### config.mk
export PLATFORM = sky130hd
export DESIGN_NAME = prt_tx_streamer_flat
export DESIGN_NICKNAME = d
export VERILOG_FILES = /design/src/rtl/prt_tx_streamer_if.sv /design/src/rtl/prt_tx_streamer.sv /design/src/flat_wrapper.sv
export SDC_FILE = /design/constraint.sdc
export NUM_CORES = 1
export LEC_CHECK = 0
export CAP_MARGIN = 20
export CORE_ASPECT_RATIO = 1.75
export CORE_MARGIN = 8
export CORE_UTILIZATION = 40
export DETAILED_ROUTE_END_ITERATION = 8
export PLACE_DENSITY = 0.69
export SYNTH_ARGS = -nofsm -noshare
export SYNTH_HDL_FRONTEND = slang
export SYNTH_SLANG_ARGS = --single-unit
### constraint.sdc
create_clock -name clk -period 5.2 [get_ports clk]
set_input_delay 1.3 -clock clk [delete_from_list [all_inputs] [get_ports clk]]
set_output_delay 1.3 -clock clk [all_outputs]
set_load 0.01 [all_outputs]
### src/rtl/prt_tx_streamer_if.sv
// Handshake bundle between prt_tx_streamer (master) and its environment (slave):
// the tag queue, the PRT read port, the TX stream and the slot-return/status strobes.
interface prt_tx_streamer_if #(
  parameter int DATA_WIDTH = 8,
  parameter int ADDR_WIDTH = 10,
  parameter int TAG_WIDTH  = 8,
  parameter int LEN_WIDTH  = 11
);
  logic                  tag_valid;
  logic [TAG_WIDTH-1:0]  tag_data;
  logic [LEN_WIDTH-1:0]  tag_len;
  logic                  tag_drop;
  logic                  tag_ready;
  logic                  prt_read_en;
  logic [ADDR_WIDTH-1:0] prt_read_addr;
  logic [DATA_WIDTH-1:0] prt_data_out;
  logic [DATA_WIDTH-1:0] tx_data;
  logic                  tx_valid;
  logic                  tx_last;
  logic                  tx_ready;
  logic                  tx_done;
  logic                  slot_free_valid;
  logic [TAG_WIDTH-1:0]  slot_free_tag;
  logic                  len_err;
  logic                  busy;

  modport master (
    input  tag_valid, tag_data, tag_len, tag_drop, prt_data_out, tx_ready,
    output tag_ready, prt_read_en, prt_read_addr, tx_data, tx_valid, tx_last,
           tx_done, slot_free_valid, slot_free_tag, len_err, busy
  );

  modport slave (
    output tag_valid, tag_data, tag_len, tag_drop, prt_data_out, tx_ready,
    input  tag_ready, prt_read_en, prt_read_addr, tx_data, tx_valid, tx_last,
           tx_done, slot_free_valid, slot_free_tag, len_err, busy
  );
endinterface

### src/rtl/prt_tx_streamer.sv
// Egress streamer: pops verdict tags, reads frame bytes from the PRT through a 2-entry skid
// buffer onto the TX stream, then frees the slot. Define TX_STATS_EN to add saturating counters.
module prt_tx_streamer #(
  parameter int DATA_WIDTH = 8,
  parameter int ADDR_WIDTH = 10,
  parameter int TAG_WIDTH  = 8,
  parameter int LEN_WIDTH  = 11,
  parameter int MAX_LEN    = 1518
) (
  input  logic        clk,
  input  logic        reset,
`ifdef TX_STATS_EN
  output logic [31:0] stat_frames_tx_o,
  output logic [31:0] stat_bytes_tx_o,
  output logic [31:0] stat_frames_drop_o,
`endif
  prt_tx_streamer_if.master bus
);

  localparam logic [LEN_WIDTH-1:0] MAX_LEN_L = LEN_WIDTH'(MAX_LEN);

  typedef enum logic [2:0] {
    S_IDLE,
    S_DISCARD,
    S_STREAM,
    S_DRAIN,
    S_FREE
  } state_t;

  state_t                state_q, state_d;
  logic [TAG_WIDTH-1:0]  tag_q;
  logic [LEN_WIDTH-1:0]  len_q;
  logic                  err_q;
  logic [LEN_WIDTH-1:0]  rd_cnt_q;
  logic [LEN_WIDTH-1:0]  out_cnt_q;
  logic                  inflight_q;
  logic [DATA_WIDTH-1:0] skid_q [2];
  logic                  wr_ptr_q, rd_ptr_q;
  logic [1:0]            occ_q, occ_d;
  logic                  tx_done_q;

  logic                  pop_tag, len_bad, rd_issue;
  logic                  tx_valid_w, tx_last_w, accept, push, pop_skid;
  logic [DATA_WIDTH-1:0] head;
  logic [ADDR_WIDTH-1:0] rd_addr;

  assign pop_tag  = (state_q == S_IDLE) && reset && bus.tag_valid;
  assign len_bad  = (bus.tag_len == '0) || (bus.tag_len > MAX_LEN_L);
  // Skid occupancy plus the outstanding read must stay below 2 so no returning word is lost.
  assign rd_issue = (state_q == S_STREAM) && ((occ_q == 2'd0) || ((occ_q == 2'd1) && !inflight_q));
  assign rd_addr  = ADDR_WIDTH'(tag_q) + ADDR_WIDTH'(rd_cnt_q);

  // Returning PRT data bypasses the skid when it is empty; older buffered words go first.
  assign tx_valid_w = (occ_q != 2'd0) || inflight_q;
  assign head       = (occ_q != 2'd0) ? skid_q[rd_ptr_q] : bus.prt_data_out;
  assign tx_last_w  = tx_valid_w && (out_cnt_q == len_q - 1'b1);
  assign accept     = tx_valid_w && bus.tx_ready;
  assign push       = inflight_q && !((occ_q == 2'd0) && accept);
  assign pop_skid   = accept && (occ_q != 2'd0);

  always_comb begin
    occ_d = occ_q;
    unique case ({push, pop_skid})
      2'b10:   occ_d = occ_q + 2'd1;
      2'b01:   occ_d = occ_q - 2'd1;
      default: occ_d = occ_q;
    endcase
  end

  always_comb begin
    state_d = state_q;
    unique case (state_q)
      S_IDLE:    if (pop_tag) state_d = (bus.tag_drop || len_bad) ? S_DISCARD : S_STREAM;
      S_DISCARD: state_d = S_FREE;
      S_STREAM:  if (rd_issue && (rd_cnt_q == len_q - 1'b1)) state_d = S_DRAIN;
      S_DRAIN:   if (accept && tx_last_w) state_d = S_FREE;
      S_FREE:    state_d = S_IDLE;
      default:   state_d = S_IDLE;
    endcase
  end

  always_ff @(posedge clk) begin
    if (!reset) begin
      state_q    <= S_IDLE;
      tag_q      <= '0;
      len_q      <= '0;
      err_q      <= 1'b0;
      rd_cnt_q   <= '0;
      out_cnt_q  <= '0;
      inflight_q <= 1'b0;
      wr_ptr_q   <= 1'b0;
      rd_ptr_q   <= 1'b0;
      occ_q      <= 2'd0;
      tx_done_q  <= 1'b0;
    end else begin
      state_q    <= state_d;
      inflight_q <= rd_issue;
      occ_q      <= occ_d;
      tx_done_q  <= accept && tx_last_w;
      if (pop_tag) begin
        tag_q     <= bus.tag_data;
        len_q     <= bus.tag_len;
        err_q     <= len_bad;
        rd_cnt_q  <= '0;
        out_cnt_q <= '0;
      end else begin
        if (rd_issue) rd_cnt_q <= rd_cnt_q + 1'b1;
        if (accept)   out_cnt_q <= out_cnt_q + 1'b1;
      end
      if (push)     wr_ptr_q <= ~wr_ptr_q;
      if (pop_skid) rd_ptr_q <= ~rd_ptr_q;
    end
  end

  always_ff @(posedge clk) begin
    if (push) skid_q[wr_ptr_q] <= bus.prt_data_out;
  end

  assign bus.tag_ready       = (state_q == S_IDLE) && reset;
  assign bus.prt_read_en     = rd_issue;
  assign bus.prt_read_addr   = rd_issue ? rd_addr : '0;
  assign bus.tx_valid        = tx_valid_w;
  assign bus.tx_data         = tx_valid_w ? head : '0;
  assign bus.tx_last         = tx_last_w;
  assign bus.tx_done         = tx_done_q;
  assign bus.slot_free_valid = (state_q == S_FREE);
  assign bus.slot_free_tag   = (state_q == S_FREE) ? tag_q : '0;
  assign bus.len_err         = (state_q == S_DISCARD) && err_q;
  assign bus.busy            = (state_q != S_IDLE);

`ifdef TX_STATS_EN
  logic [31:0] frames_tx_q, bytes_tx_q, frames_drop_q;

  always_ff @(posedge clk) begin
    if (!reset) begin
      frames_tx_q   <= '0;
      bytes_tx_q    <= '0;
      frames_drop_q <= '0;
    end else begin
      if (accept && tx_last_w && (frames_tx_q != '1)) frames_tx_q <= frames_tx_q + 1'b1;
      if (accept && (bytes_tx_q != '1))               bytes_tx_q  <= bytes_tx_q + 1'b1;
      if ((state_q == S_DISCARD) && (frames_drop_q != '1)) frames_drop_q <= frames_drop_q + 1'b1;
    end
  end

  assign stat_frames_tx_o   = frames_tx_q;
  assign stat_bytes_tx_o    = bytes_tx_q;
  assign stat_frames_drop_o = frames_drop_q;
`endif

endmodule
### src/flat_wrapper.sv
// flat-port wrapper written by rule: the top's interface ports become plain ports
module prt_tx_streamer_flat 
#(
  parameter int DATA_WIDTH = 8,
  parameter int ADDR_WIDTH = 10,
  parameter int TAG_WIDTH  = 8,
  parameter int LEN_WIDTH  = 11,
  parameter int MAX_LEN    = 1518
)
  (clk, reset, bus_tag_valid, bus_tag_data, bus_tag_len, bus_tag_drop, bus_prt_data_out, bus_tx_ready, bus_tag_ready, bus_prt_read_en, bus_prt_read_addr, bus_tx_data, bus_tx_valid, bus_tx_last, bus_tx_done, bus_slot_free_valid, bus_slot_free_tag, bus_len_err, bus_busy);
  prt_tx_streamer_if #(.DATA_WIDTH(DATA_WIDTH), .ADDR_WIDTH(ADDR_WIDTH), .TAG_WIDTH(TAG_WIDTH), .LEN_WIDTH(LEN_WIDTH)) bus_i ();
  input  logic clk;
  input  logic reset;
  input wire logic [$bits(bus_i.tag_valid)-1:0] bus_tag_valid;
  input wire logic [$bits(bus_i.tag_data)-1:0] bus_tag_data;
  input wire logic [$bits(bus_i.tag_len)-1:0] bus_tag_len;
  input wire logic [$bits(bus_i.tag_drop)-1:0] bus_tag_drop;
  input wire logic [$bits(bus_i.prt_data_out)-1:0] bus_prt_data_out;
  input wire logic [$bits(bus_i.tx_ready)-1:0] bus_tx_ready;
  output wire logic [$bits(bus_i.tag_ready)-1:0] bus_tag_ready;
  output wire logic [$bits(bus_i.prt_read_en)-1:0] bus_prt_read_en;
  output wire logic [$bits(bus_i.prt_read_addr)-1:0] bus_prt_read_addr;
  output wire logic [$bits(bus_i.tx_data)-1:0] bus_tx_data;
  output wire logic [$bits(bus_i.tx_valid)-1:0] bus_tx_valid;
  output wire logic [$bits(bus_i.tx_last)-1:0] bus_tx_last;
  output wire logic [$bits(bus_i.tx_done)-1:0] bus_tx_done;
  output wire logic [$bits(bus_i.slot_free_valid)-1:0] bus_slot_free_valid;
  output wire logic [$bits(bus_i.slot_free_tag)-1:0] bus_slot_free_tag;
  output wire logic [$bits(bus_i.len_err)-1:0] bus_len_err;
  output wire logic [$bits(bus_i.busy)-1:0] bus_busy;
  assign bus_i.tag_valid = bus_tag_valid;
  assign bus_i.tag_data = bus_tag_data;
  assign bus_i.tag_len = bus_tag_len;
  assign bus_i.tag_drop = bus_tag_drop;
  assign bus_i.prt_data_out = bus_prt_data_out;
  assign bus_i.tx_ready = bus_tx_ready;
  assign bus_tag_ready = bus_i.tag_ready;
  assign bus_prt_read_en = bus_i.prt_read_en;
  assign bus_prt_read_addr = bus_i.prt_read_addr;
  assign bus_tx_data = bus_i.tx_data;
  assign bus_tx_valid = bus_i.tx_valid;
  assign bus_tx_last = bus_i.tx_last;
  assign bus_tx_done = bus_i.tx_done;
  assign bus_slot_free_valid = bus_i.slot_free_valid;
  assign bus_slot_free_tag = bus_i.slot_free_tag;
  assign bus_len_err = bus_i.len_err;
  assign bus_busy = bus_i.busy;
  prt_tx_streamer #(.DATA_WIDTH(DATA_WIDTH), .ADDR_WIDTH(ADDR_WIDTH), .TAG_WIDTH(TAG_WIDTH), .LEN_WIDTH(LEN_WIDTH), .MAX_LEN(MAX_LEN)) u_core (.clk(clk), .reset(reset), .bus(bus_i));
endmodule
# Word level (Yosys, flattened, before mapping)
# Memories as Yosys holds them, arrays and structs flattened. A register that Yosys moved wholly into a read port is not among the register bits.
# Index checks and enable logic that the tools add are counted.
[op_classes] mux=14 bitwise_logic=3 order_cmp=1 n_reduce_logical=26 eq_ne=12 add_sub_neg=6
[op_table] cell="$mux 8" n=3
[op_table] cell="$add 11x1->11 const B" n=2
[op_table] cell="$eq 11x11->1" n=2
[op_table] cell="$logic_and 1x1->1" n=12
[op_table] cell="$pmux 3 s4" n=1
[op_table] cell="$gt 11x11->1 const B" n=1
[op_table] cell="$logic_not 11->1" n=1
[op_table] cell="$sub 11x1->11 const B" n=1
[op_table] cell="$add 8x10->10" n=1
[op_table] cell="$mux 10" n=1
[op_table] cell="$mux 3" n=3
[op_table] cell="$eq 3x2->1 const B" n=2
[op_table] cell="$eq 2x1->1 const B" n=2
[op_table] cell="$logic_or 1x1->1" n=4
[op_table] cell="$mux 1" n=4
[op_table] cell="$ne 2x1->1 const B" n=2
[op_table] cell="$pmux 2 s2" n=1
[op_table] cell="$reduce_bool 2->1" n=2
[op_table] cell="$eq 3x1->1 const B" n=1
[op_table] cell="$eq 3x3->1 const B" n=1
[op_table] cell="$logic_not 3->1" n=1
[op_table] cell="$not 1->1" n=3
[op_table] cell="$reduce_and 3->1" n=1
[op_table] cell="$reduce_bool 3->1" n=1
[op_table] cell="8 further kinds" n=9
[word_totals] mem_bits_rw=16 memories=1 out_inout_bits=34 reg_bits=51 elab_cells=74
[mem_list] name="u_core.skid_q" words=2 word_bits=8 read_ports=1 rd_clocked_by_memory_dff=1 wr=1 line="prt_tx_streamer.sv:37" rtl="logic [DATA_WIDTH-1:0] skid_q [2];"

# Logic depth before layout (Yosys ltp)
[depth] depth_word=8 ltp_mapped=11 ltp_nobuf=9

# Worst setup path after synthesis
# No wires, ideal clock.
[synth_timing] kind="flip-flop to output port" from="reg u_core.len_q[0]" to="out bus_tx_last" required_time_ns=3.900 slack_ns=1.573 t_arrival_ns=2.327 stages_incl_launch_ff=10 path_cell_list="dfxtp_1 buf_6 inv_1 ha_1 or4b_1 buf_2 nor4_4 a211oi_1 or4_4 nor3_1"
[synth_via] elab_chain_len=3
[synth_rtl] element="start, declared" line="prt_tx_streamer.sv:32" rtl="logic [LEN_WIDTH-1:0] len_q;"
[synth_rtl] element="start signal, assigned" line="prt_tx_streamer.sv:102" rtl="len_q <= bus.tag_len;"
[synth_rtl] element="$sub 11x1->11" line="prt_tx_streamer.sv:56" rtl="assign tx_last_w = tx_valid_w && (out_cnt_q == len_q - 1'b1);"
[synth_rtl] element="$eq 11x11->1" line="prt_tx_streamer.sv:56"
[synth_rtl] element="$logic_and 1x1->1" line="prt_tx_streamer.sv:56"
[synth_rtl] element="end, declared" line="flat_wrapper.sv:25" rtl="output wire logic [$bits(bus_i.tx_last)-1:0] bus_tx_last;"
# No other way between the ends.

# Worst setup path in the final report
# Ends and elaborated chain as after synthesis.

==> flow_metrics.tcl <==
set metrics [dict create \
    status "completed" \
    ir_drop_mv 0.1663 \
    period_share 0.8845 \
    syn-instance-count 478 \
    fin_nets 576 \
    start_util 0.4064 \
    grt_first_pass_wirelength_mm 17.29 \
    routed_wl_mm 10.34 \
    grt_max_degree 42 \
    die_height_um 147.5 \
    ctsHoldBuffers 0 \
    dp_hpwl_mm 8.060 \
    setup.worst_path.class "reg2out" \
    rows 48 \
    total_power_w 0.001678 \
    clkTransAtPathRegs_ns 0.06 \
    rsz0062_at_grt "no" \
    p_comb_frac 0.258 \
    path_buf_inv 2 \
    tightest_slew_ns 0.9182 \
    yosys_most_used_dff "dfxtp_1" \
    grt_pass1_vias 3591 \
    clkPwrFrac 0.361 \
    setup_tns_ns 0 \
    setup_violations 0 \
    drv_slew 0 \
    cts_tree "yes" \
    period_minus_slack_ns 4.599 \
    max_stage_delay_ns 0.60 \
    syn2layout_area_growth_pct 25.41 \
    relSlewSlack 0.3879 \
    grt_antenna_before_repair 0 \
    die_w_um 91.16 \
    yosysWarnings 0 \
    n_antenna_cell 0 \
    cts_buffer_depth 2 \
    clk_latency_ns 0.33 \
    num_vias 3532 \
    cts_num_sinks 68 \
    syn_nets 525 \
    synth-seq-cells 68 \
    hold-worst-slack_ns 0.4831 \
    syn_area_per_cell_sq_um 8.272 \
    ctsResizeCount 0 \
    synth_edf_count 16 \
    grt_use_total 0.1599 \
    viasPerCell 5.360 \
    htreeDepth 3 \
    max_freq_mhz 217.4 \
    path_cells "inv_1, ha_1, or4b_1, nor4_4, a211oi_1, or4_4, nor3_1, clkdlybuf4s50_1" \
    worst_path_max_delay_cell "or4b_1" \
    cts_setup_buffers 0 \
    drive_gt1_frac 0.04682 \
    cp.required_ns 3.90 \
    post_synth_instance_area_sq_um 3954 \
    first_pass_iters 5 \
    routedWlPerCell_um 15.68 \
    globalplace.congestion 0.9228 \
    ys_async_sr_fraction 0 \
    cap_violations 0 \
    cp.arrival_ns 3.30 \
    min-delay-path-class "reg2reg" \
    coreArea_sq_um 9729 \
    crit_family "simple AND/OR/NAND/NOR gates" \
    grt.overflow.total 0 \
    p_switching_w 0.0005165 \
    ys_seq_area_frac 0.3848 \
    seq_power_share 0.381 \
    critical_path.max_fanout 8 \
    drt_iter0_drc 160 \
    hold_viol 0 \
    cp-start-kind "flop" \
    powerDensity_nw_per_um2 338.3 \
    dieArea_sq_um 13450 \
    crit_path_end_kind "primary output" \
    internal_power_w 0.001161 \
    cts-buffers-inserted 9 \
    finClkSkew_ns 0.004381 \
    drtAntennaViolNets 0 \
    p_leak_nw 1.823 \
    cts_root_buffer "clkbuf_16" \
    drcViolationCount 0 \
    io_buffers 65 \
    synth_cell_types 54 \
    swShare 0.3079 \
    ios 66 \
]
==> tightest hold or removal path: stages (launching register included) <==
cell and delay [ns]:
dfxtp_1 0.32, nand2_1 0.05, o21ai_0 0.06
==> Yosys cell counts (4+ instances only) <==
cell type / number / area [sq um]
xor2_1: 23 / 201.4
a21oi_1: 15 / 75.07
nor3b_1: 4 / 30.03
nor3_1: 11 / 55.05
clkbuf_1: 22 / 82.58
xnor2_1: 19 / 166.4
o21a_1: 5 / 37.54
inv_1: 11 / 41.29
nor2b_1: 6 / 37.54
and3_1: 13 / 81.33
nor4_1: 5 / 31.28
a41oi_1: 4 / 35.03
o21ai_0: 43 / 215.2
nand2_1: 73 / 274.0
edfxtp_1: 16 / 480.5
ha_1: 14 / 175.2
dfxtp_1: 52 / 1041
and2_1: 12 / 75.07
mux2i_1: 8 / 80.08
nand2b_1: 7 / 43.79
nand3_1: 10 / 50.05
or3_1: 7 / 43.79
a211oi_1: 6 / 45.04
nand4_1: 7 / 43.79
nor2_1: 44 / 165.2
==> layout make-up <==
cell class / count / area, sq um
clock buffer: 9 / 225.2
clock inverter: 7 / 76.32
fill: 968 / 4771
inverter: 12 / 45.04
multi-input combinational: 371 / 2268
sequential: 68 / 1521
tap: 125 / 156.4
timing repair buffer: 67 / 665.6
==> logic make-up (layout without fill, tap and decap cells) <==
| group | after synthesis | in the layout | share of synthesized area |
|---|---|---|---|
| multiplexers | 8 | 8 | 0.02025 |
| XOR/XNOR | 42 | 42 | 0.09304 |
| AND/OR/NAND/NOR | 214 | 214 | 0.2699 |
| buffers and inverters | 39 | 95 | 0.04145 |
| AO/OA/AOI/OAI | 92 | 92 | 0.1411 |
| adder cells (fa/ha/maj) | 15 | 15 | 0.04937 |
| flip-flops | 68 | 68 | 0.3848 |
==> through the flow <==
| step | setup WS, ns | area (sq um) | cells | util |
|---|---|---|---|---|
| final | 0.6006 | 4959 | 659 | 0.5096 |
| after global routing | 0.3942 | 4959 | 659 | 0.5096 |
| after CTS | 0.5658 | 4959 | 659 | 0.5096 |
| after detailed placement | 0.9313 | 4657 | 643 | 0.4787 |
| after global placement | 0.9417 | 4657 | 643 | 0.4787 |
| after floorplan | 1.573 | 3954 | 478 | - |
==> routing by layer <==
metal  up-vias  GRT usage  part of all wire  wire (um)
met5         -          0                 0          0
met4         0    0.08574             0.026        266
met3        15    0.03555             0.033        338
met2        88     0.3063              0.55       5724
met1      1653     0.1517              0.39       4006
li1       1776          -                 -          -
==> registers in the layout, summed over array words and instances, names as in the netlist, 2 cells and up, named ones only <==
signal	flops
u_core.out_cnt_q	11
u_core.occ_q	2
u_core.state_q	3
u_core.rd_cnt_q	11
u_core.skid_q	16
u_core.tag_q	8
u_core.len_q	11
==> power groups by stage <==
| stage | Clock (W) | Sequential [W] | Combinational, W |
|---|---|---|---|
| 6_report | 0.000605 | 0.000640 | 0.000433 |
| 5_1_grt | 0.000639 | 0.000645 | 0.000483 |
| 4_1_cts | 0.000615 | 0.000640 | 0.000439 |
| 3_5_place_dp | 0 | 0.000651 | 0.000436 |
| 3_3_place_gp | 0 | 0.000649 | 0.000430 |
| 2_1_floorplan | 0 | 0.000615 | 0.000305 |
==> cells in the final DEF (no fill, tap or decap), drive strengths merged, types with 9 or more instances in the layout <==
cell | Yosys | routed
xor2 | 23 | 23
clkdlybuf4s50 | 0 | 65
xnor2 | 19 | 19
dfxtp | 52 | 52
nand3 | 10 | 10
and2 | 13 | 13
nand2 | 73 | 73
edfxtp | 16 | 16
and3 | 13 | 13
clkbuf | 22 | 9
nor3 | 11 | 11
nor2 | 45 | 45
a21oi | 15 | 15
ha | 14 | 14
o21ai | 44 | 44
inv | 11 | 12
==> worst paths after layout <==
check | from | to | slack [ns] | depth (start not counted)
setup / recovery | u_core.len_q[0] | bus_tx_last | 0.60 | 8
hold / removal | u_core.tag_q[0] | u_core.tag_q[0] | 0.48 | 2
setup reg to reg | u_core.len_q[0] | u_core.state_q[1] | 2.25 | 8
hold reg to reg | u_core.tag_q[0] | u_core.tag_q[0] | 0.48 | 2
(Power assumes the default switching activity.)
